`config.mk`:
```
export PLATFORM = sky130hd
export DESIGN_NAME = fifo_rd_downsizer_flat
export DESIGN_NICKNAME = d
export VERILOG_FILES = /design/src/rtl/fifo_rd_downsizer_pkg.sv /design/src/rtl/fifo_rd_downsizer_if.sv /design/src/rtl/fifo_rd_downsizer.sv /design/src/flat_wrapper.sv
export SDC_FILE = /design/constraint.sdc
export NUM_CORES = 1
export LEC_CHECK = 0
export BUFFER_PORTS_ARGS = -buffer_cell sky130_fd_sc_hd__clkbuf_2
export CAP_MARGIN = 20
export CELL_PAD_IN_SITES_DETAIL_PLACEMENT = 0
export CELL_PAD_IN_SITES_GLOBAL_PLACEMENT = 1
export CORE_MARGIN = 3
export CORE_UTILIZATION = 45
export CTS_CLUSTER_DIAMETER = 200
export DETAILED_ROUTE_END_ITERATION = 8
export PLACE_DENSITY_LB_ADDON = 0.1
export SLEW_MARGIN = 0
export SYNTH_ARGS = -nofsm -noshare
export SYNTH_HDL_FRONTEND = slang
export SYNTH_SLANG_ARGS = --single-unit
```
`constraint.sdc`:
```
create_clock -name aclk -period 6.66 [get_ports aclk]
set_clock_uncertainty 0.05 [all_clocks]
set_input_delay 0.666 -clock aclk [delete_from_list [all_inputs] [get_ports aclk]]
set_output_delay 0.666 -clock aclk [all_outputs]
set_load 0.02 [all_outputs]
```
`src/rtl/fifo_rd_downsizer_pkg.sv`:
```
// Shared types for the FIFO read-side width downsizer.
// Holds the state encoding of the single-word holding register.
package fifo_rd_downsizer_pkg;

  typedef enum logic {
    EMPTY = 1'b0,
    FULL  = 1'b1
  } state_t;

endpackage

```
`src/rtl/fifo_rd_downsizer_if.sv`:
```
// Bundle of the upstream FIFO pop port, packet length input and AXI-Stream output.
// The master modport is the downsizer side; slave is the FIFO/sink/stimulus side.
interface fifo_rd_downsizer_if #(
  parameter int IN_BITS  = 64,
  parameter int OUT_BITS = 16,
  parameter int LEN_BITS = 16
);
  logic                fifo_rd;
  logic                fifo_ready_rd;
  logic [IN_BITS-1:0]  fifo_data;
  logic [LEN_BITS-1:0] pkt_len;
  logic                m_axis_tvalid;
  logic                m_axis_tready;
  logic [OUT_BITS-1:0] m_axis_tdata;
  logic                m_axis_tlast;
  logic                pkt_done;

  modport master (
    output fifo_rd,
    input  fifo_ready_rd,
    input  fifo_data,
    input  pkt_len,
    output m_axis_tvalid,
    input  m_axis_tready,
    output m_axis_tdata,
    output m_axis_tlast,
    output pkt_done
  );

  modport slave (
    input  fifo_rd,
    output fifo_ready_rd,
    output fifo_data,
    output pkt_len,
    input  m_axis_tvalid,
    output m_axis_tready,
    input  m_axis_tdata,
    input  m_axis_tlast,
    input  pkt_done
  );

endinterface

```
`src/rtl/fifo_rd_downsizer.sv`:
```
// Pops IN_BITS words from an upstream FIFO and emits them as OUT_BITS stream beats,
// LSB slice first, with word-aligned packets framed by a programmable beat count.
module fifo_rd_downsizer
  import fifo_rd_downsizer_pkg::*;
#(
  parameter int IN_BITS  = 64,
  parameter int OUT_BITS = 16,
  parameter int LEN_BITS = 16
) (
  input  logic                aclk,
  input  logic                aresetn,
  fifo_rd_downsizer_if.master bus
);

  localparam int RATIO = IN_BITS / OUT_BITS;
  localparam int SUB_W = $clog2(RATIO);

  state_t              state;
  logic [IN_BITS-1:0]  hold_q;
  logic [SUB_W-1:0]    sub_cnt;
  logic [LEN_BITS-1:0] beat_cnt;
  logic [LEN_BITS-1:0] len_q;
  logic [LEN_BITS-1:0] eff_len;
  logic                pkt_done_q;
  logic                tvalid;
  logic                tlast;
  logic                accept;
  logic                word_end;
  logic                load;
  logic [OUT_BITS-1:0] slices [RATIO];

  generate
    for (genvar gi = 0; gi < RATIO; gi++) begin : g_slice
      assign slices[gi] = hold_q[gi*OUT_BITS +: OUT_BITS];
    end
  endgenerate

  // The first beat of a packet sees the live length; later beats use the latched copy.
  assign eff_len  = (beat_cnt == '0) ? bus.pkt_len : len_q;
  assign tvalid   = (state == FULL);
  assign tlast    = tvalid && (eff_len != '0) && (beat_cnt == eff_len - LEN_BITS'(1));
  assign accept   = tvalid && bus.m_axis_tready;
  assign word_end = (sub_cnt == SUB_W'(RATIO - 1)) || tlast;
  // Refill on the same edge the last slice leaves, so words stream without a bubble.
  assign load     = aresetn && bus.fifo_ready_rd &&
                    ((state == EMPTY) || (accept && word_end));

  always_ff @(posedge aclk or negedge aresetn) begin
    if (!aresetn) begin
      state      <= EMPTY;
      hold_q     <= '0;
      sub_cnt    <= '0;
      beat_cnt   <= '0;
      len_q      <= '0;
      pkt_done_q <= 1'b0;
    end else begin
      if (load) begin
        hold_q  <= bus.fifo_data;
        sub_cnt <= '0;
        state   <= FULL;
      end else if (accept) begin
        if (word_end) begin
          state   <= EMPTY;
          sub_cnt <= '0;
        end else begin
          sub_cnt <= sub_cnt + SUB_W'(1);
        end
      end

      if (accept) begin
        if (beat_cnt == '0) begin
          len_q <= bus.pkt_len;
        end
        if (tlast) begin
          beat_cnt <= '0;
        end else begin
          beat_cnt <= beat_cnt + LEN_BITS'(1);
        end
      end

      pkt_done_q <= accept && tlast;
    end
  end

  assign bus.fifo_rd       = load;
  assign bus.m_axis_tvalid = tvalid;
  assign bus.m_axis_tdata  = slices[sub_cnt];
  assign bus.m_axis_tlast  = tlast;
  assign bus.pkt_done      = pkt_done_q;

endmodule

```
`src/flat_wrapper.sv`:
```
// flat-port wrapper written by rule: the top's interface ports become plain ports
module fifo_rd_downsizer_flat import fifo_rd_downsizer_pkg::*;
#(
  parameter int IN_BITS  = 64,
  parameter int OUT_BITS = 16,
  parameter int LEN_BITS = 16
)
  (aclk, aresetn, bus_fifo_rd, bus_fifo_ready_rd, bus_fifo_data, bus_pkt_len, bus_m_axis_tvalid, bus_m_axis_tready, bus_m_axis_tdata, bus_m_axis_tlast, bus_pkt_done);
  fifo_rd_downsizer_if #(.IN_BITS(IN_BITS), .OUT_BITS(OUT_BITS), .LEN_BITS(LEN_BITS)) bus_i ();
  input  logic aclk;
  input  logic aresetn;
  output wire logic [$bits(bus_i.fifo_rd)-1:0] bus_fifo_rd;
  input wire logic [$bits(bus_i.fifo_ready_rd)-1:0] bus_fifo_ready_rd;
  input wire logic [$bits(bus_i.fifo_data)-1:0] bus_fifo_data;
  input wire logic [$bits(bus_i.pkt_len)-1:0] bus_pkt_len;
  output wire logic [$bits(bus_i.m_axis_tvalid)-1:0] bus_m_axis_tvalid;
  input wire logic [$bits(bus_i.m_axis_tready)-1:0] bus_m_axis_tready;
  output wire logic [$bits(bus_i.m_axis_tdata)-1:0] bus_m_axis_tdata;
  output wire logic [$bits(bus_i.m_axis_tlast)-1:0] bus_m_axis_tlast;
  output wire logic [$bits(bus_i.pkt_done)-1:0] bus_pkt_done;
  assign bus_fifo_rd = bus_i.fifo_rd;
  assign bus_i.fifo_ready_rd = bus_fifo_ready_rd;
  assign bus_i.fifo_data = bus_fifo_data;
  assign bus_i.pkt_len = bus_pkt_len;
  assign bus_m_axis_tvalid = bus_i.m_axis_tvalid;
  assign bus_i.m_axis_tready = bus_m_axis_tready;
  assign bus_m_axis_tdata = bus_i.m_axis_tdata;
  assign bus_m_axis_tlast = bus_i.m_axis_tlast;
  assign bus_pkt_done = bus_i.pkt_done;
  fifo_rd_downsizer #(.IN_BITS(IN_BITS), .OUT_BITS(OUT_BITS), .LEN_BITS(LEN_BITS)) u_core (.aclk(aclk), .aresetn(aresetn), .bus(bus_i));
endmodule
```
Word-level counts from Yosys, hierarchy flattened. Cells that the tools add are included.

Add/subtract/negate cells: 3. $mul: 0. Div/mod/pow operators: 0. $lt $le $gt $ge: 1. Equality and inequality tests: 2. Shifts and indexed selects: 0. Multiplexer cells: 11. Bitwise gates (word level): 2. Reduce and logical (&&, ||, !) cells: 14.

Operators with widths (count): 16-bit 2-to-1 mux (4); 16-bit binary-select mux with 2-bit select (1); 16-bit by 1-bit adder with 16-bit output (second input constant) (1); 16-bit equality test (1); 16-bit zero test (1); 16-bit nonzero test (1); 16-bit by 1-bit subtractor with 16-bit output (second input constant) (1); 1-bit logical AND (7); 2-bit 2-to-1 mux (3); 2-bit nonzero test (2); 3-bit >= comparator (second input constant) (1); 1-bit 2-to-1 mux (3); 2-bit inverter with 3-bit output (1); 2-bit by 1-bit adder with 2-bit output (second input constant) (1); 2-bit equality test (second input constant) (1); 1-bit logical OR (2); 2-bit AND reduction (1); 1-bit inverter (1).

Flip-flop bits (word level): 100. Latch bits: 0. Bits in writable memories: 0. Bits in read-only memories: 0. Output and inout bits: 20. Logic and storage cells: 39. Memories kept: 0.

Longest topological paths before layout.
Depth after elaboration: 11. Gate-level depth with buffers: 19. Gate-level depth less buffers: 15.

Worst setup path before layout. No wires, ideal clock.

Kind: register to output. Start: register u_core.beat_cnt[0]. End: output bus_fifo_rd. Arrival: 4.247 ns. Required time: 5.944 ns. Slack: 1.697 ns. Cell stages (with the launch flop): 18. Path buffers: 3. Cells stage by stage: dfrtp_1 > inv_1 > ha_1 > nor4b_2 > and4_1 > buf_4 > buf_4 > mux2i_1 > ha_1 > or4b_1 > o21a_1 > or4_1 > o211ai_2 > nand3_1 > a2111oi_4 > a31o_4 > a31o_4 > buf_2.

Longest elaborated chain between the ends: 9.

Ends and longest elaborated chain: start, declared (line fifo_rd_downsizer.sv:21) `logic [LEN_BITS-1:0] beat_cnt;`; start signal, assigned (line fifo_rd_downsizer.sv:77) `beat_cnt <= beat_cnt + LEN_BITS'(1);`; 16-bit zero test (line fifo_rd_downsizer.sv:39) `assign eff_len = (beat_cnt == '0) ? bus.pkt_len : len_q;`; 16-bit 2-to-1 mux (line fifo_rd_downsizer.sv:39); 16-bit by 1-bit subtractor with 16-bit output or 16-bit nonzero test (tied branches) (line fifo_rd_downsizer.sv:41) `assign tlast = tvalid && (eff_len != '0) && (beat_cnt == eff_len - LEN_BITS'(1));`; 16-bit equality test or 1-bit logical AND (tied branches) (line fifo_rd_downsizer.sv:41); 1-bit logical AND (*) (line fifo_rd_downsizer.sv:41); 1-bit logical OR (*) (line fifo_rd_downsizer.sv:43) `assign word_end = (sub_cnt == SUB_W'(RATIO - 1)) || tlast;`; 1-bit logical AND (*) (line fifo_rd_downsizer.sv:46) `((state == EMPTY) || (accept && word_end));`; 1-bit logical OR (*) (line fifo_rd_downsizer.sv:46); 1-bit logical AND (*) (line fifo_rd_downsizer.sv:45) `assign load = aresetn && bus.fifo_ready_rd &&`; end, declared (line flat_wrapper.sv:12) `output wire logic [$bits(bus_i.fifo_rd)-1:0] bus_fifo_rd;`.

Every way passes the cells marked *; elsewhere a longest branch is shown, timed or not.

Final worst setup path. Same ends and word-level chain as after synthesis.

==> results.md <==
- Drt pass-1 iters: 5
- Worst path arrival time: 4.85 ns
- Share of cells above drive strength 1: between 20 and 30%
- Area delta synth->final: 14.91%
- Hold buffers post-CTS: 0
- Vias in the first global route: 4836
- R2R Path Start: u_core.beat_cnt[0]$_DFFE_PN0P_
- Crit start category: flip-flop
- CTS H-tree lvls: 3
- R2R depth: 16
- I/O Buffers: 103
- # DRC: 0
- Syn nets: ~660
- Period utilization: between 80% and 90%
- Routed wire per std cell: 19.60 microns
- Syn Inst Count: 568
- Root Buffer: clkbuf_16
- Setup bufs post-CTS: 0
- Worst Path Required: approximately 6 ns
- Chip width: ~120 microns
- Outcome: finished, final reports clean
- Unique cell type count in the Yosys netlist: 67
- Layout fillers: about 1200
- Final Wtd Congestion: 0.8732
- Largest net degree at the start of global routing: 65
- Diode count: 0
- Achievable Freq: 179.6 MHz
- Setup slack, reg-to-reg: around 1.3 ns
- Post-Syn Area: 6161 sq um
- Pwr dens: 295.0 nW/um^2
- Dpl hpwl: 11300 microns
- Ys async rst share: 100.0%
- Initial antenna violation count: 1
- Site Rows: 42
- Final hold slack: 0.2813 ns
- Post-synthesis sequential area ratio: 40.62%
- Dominant cell type by area after synthesis: dfrtp_1
- Synth Register Bits: 100
- Slew Viols, Final: 0
- Crit path kind: flip-flop to primary output
- Routed wire length: 16310 microns
- Max IR drop VDD: between 0.3 and 0.4 mV
- Yosys warnings: 0
- Core Region: 13300 sq um
- Clk pin slew, worst setup/hold paths: 0.07 ns
- ANT nets after route: 0
- Lkg Pwr: ~2.7 nW
- PostCTS Resize Cnt: 0
- Clock sink count: 100
- DIE HEIGHT: around 120 microns
- GRT overflow: 0
- Worst min path class: input pin to asynchronous set/reset pin
- Max cap viols: 0
- CTS tree: built
- Worst skew pair latency: 0.35 ns
- Clock Path Buffers: 2
- Global Route Usage Sum: between 20% and 30%
- Number of CTS-inserted buffers: 9
- Final-stage net count: 741
- Starting Density: 46.34%
- Post-synth EDFFs: 0
- Relative slew margins: 37.10%
- Final Setup Violations: 0
- Fin util: roughly 53%
- Post-synth top area share: 40.62%
- Crit end category: primary output
- Routed vias/inst: 5.984
- Leading post-synthesis cells by cell area: dfrtp_1 41%, a221o_1 11%, and2_1 6.7%
- Setup TNS: 0 ns
- Hold Violations, Final: 0
- Main synth FF type: dfrtp_1
- Min Tclk post-route: 5.568 ns
- Die area: 15130 sq um
- First-pass GRT wire length: 26130 microns
- Unrepaired setup endpoints after global routing: no
- Worst-Margin Slew: 0.9435 ns
- Largest fanout on the critical path: 6
- Number of placed I/O pins: 104
- Vias: between 4000 and 5000
- Avg Inst Size Synth: 10.85 sq um
- 1st-iter DRT viols: 464
- Worst r2r dst: u_core.hold_q[3]$_DFFE_PN0P_
## state kept, by name (all words and copies together) (netlist names)
register	flops
u_core.hold_q	64
u_core.beat_cnt	16
u_core.len_q	16
u_core.sub_cnt	2
u_core.bus.m_axis_tvalid	1
u_core.bus.pkt_done	1
## worst max-delay path, stage by stage (launching register included)
cell       delay (ns)
dfrtp_1          0.45
inv_1            0.10
ha_1             0.14
nor4b_2          0.33
and4_1           0.34
mux2i_1          0.33
ha_1             0.33
or4b_1           0.54
o21a_1           0.21
or4_1            0.48
o211ai_2         0.09
nand3_1          0.16
a2111oi_4        0.42
a31o_4           0.26
a31o_4           0.16
clkbuf_2         0.17
## placed cells by master (no fill, tap or decap), drive strengths merged, types with 4 or more instances in the layout
| master | synthesis | routed |
|---|---|---|
| ha | 4 | 4 |
| xnor2 | 17 | 17 |
| mux2 | 14 | 14 |
| a221o | 65 | 65 |
| nor3b | 4 | 4 |
| and2 | 67 | 67 |
| buf | 18 | 8 |
| nand3 | 13 | 13 |
| or3 | 7 | 7 |
| nand2 | 25 | 25 |
| or2 | 4 | 4 |
| mux2i | 10 | 10 |
| inv | 7 | 9 |
| clkbuf | 18 | 111 |
| or4 | 5 | 5 |
| o31ai | 4 | 4 |
| nor2 | 38 | 38 |
| nand4 | 7 | 7 |
| mux4 | 16 | 16 |
| xor2 | 18 | 18 |
| dfrtp | 100 | 100 |
| o21ai | 19 | 19 |
| a31oi | 4 | 4 |
| o211ai | 5 | 5 |
| nand2b | 4 | 4 |
| and3 | 9 | 9 |
| nor4 | 12 | 12 |
| nor3 | 13 | 13 |
| a21oi | 7 | 7 |
## cell usage after synthesis, types with 10 or more instances
cell type / instances
a221o_1: 65
and2_1: 66
clkbuf_1: 18
dfrtp_1: 100
mux2_2: 14
mux2i_1: 10
mux4_2: 16
nand2_1: 25
nand3_1: 13
nor2_1: 37
nor3_1: 11
o21ai_0: 16
xnor2_1: 17
xor2_1: 18
## metal layers
layer | up-vias | share of wire [%] | GRT usage (%)
met5 | - | 0.074 | 0
met4 | 2 | 0.94 | 4.567
met3 | 18 | 6.1 | 6.496
met2 | 140 | 44 | 31.67
met1 | 2476 | 49 | 32.87
li1 | 2343 | - | -
## cell type report
cell class	count	area, sq um	area share [%]
multi-input cells	425	3450	48.73
flip-flops and latches	100	2502	35.35
repair buffers	110	570.5	8.059
clock buffers	9	225.2	3.181
well taps	176	220.2	3.111
clock inverters	5	85.08	1.202
inverters	7	26.28	0.3712
## how the worst max path moves through the flow
stage                                         start                       endpoint  slack, ns
detailed placement   u_core.beat_cnt[0]$_DFFE_PN0P_   u_core.hold_q[3]$_DFFE_PN0P_       1.40
finish               u_core.beat_cnt[0]$_DFFE_PN0P_                    bus_fifo_rd       1.09
floorplan            u_core.beat_cnt[0]$_DFFE_PN0P_                    bus_fifo_rd       1.70
global placement    u_core.beat_cnt[10]$_DFFE_PN0P_  u_core.hold_q[32]$_DFFE_PN0P_       1.57
CTS                  u_core.beat_cnt[0]$_DFFE_PN0P_                    bus_fifo_rd       1.06
global route         u_core.beat_cnt[0]$_DFFE_PN0P_                    bus_fifo_rd       0.75
## metrics by stage
step | power, mW | worst slack [ns] | cell area [sq um] | cells
floorplan | 1.340 | 1.697 | 6161 | 568
global placement | 1.511 | 1.569 | 6769 | 818
detailed placement | 1.533 | 1.395 | 6769 | 818
CTS | 2.111 | 1.064 | 7079 | 832
global route | 2.214 | 0.7505 | 7079 | 832
finish | 2.088 | 1.092 | 7079 | 832
## logic make-up (layout without fill, tap and decap cells)
kind of cell	count (synthesis)	count (layout)	synth area share (%)
xor+xnor	35	35	4.976
fa+ha+maj	4	4	0.8124
flops	100	100	40.62
compound gates	128	128	18.93
simple gates	218	218	20.98
buf+inv	43	131	3.655
mux	40	40	10.03
## power by group
| part | total, mW | internal, mW | switching (mW) |
|---|---|---|---|
| clock | 0.563 | 0.328 | 0.235 |
| combinational | 0.662 | 0.308 | 0.355 |
| sequential | 0.863 | 0.720 | 0.144 |
| total | 2.09 | 1.36 | 0.733 |
No activity file was read; power rests on OpenSTA's default activity.
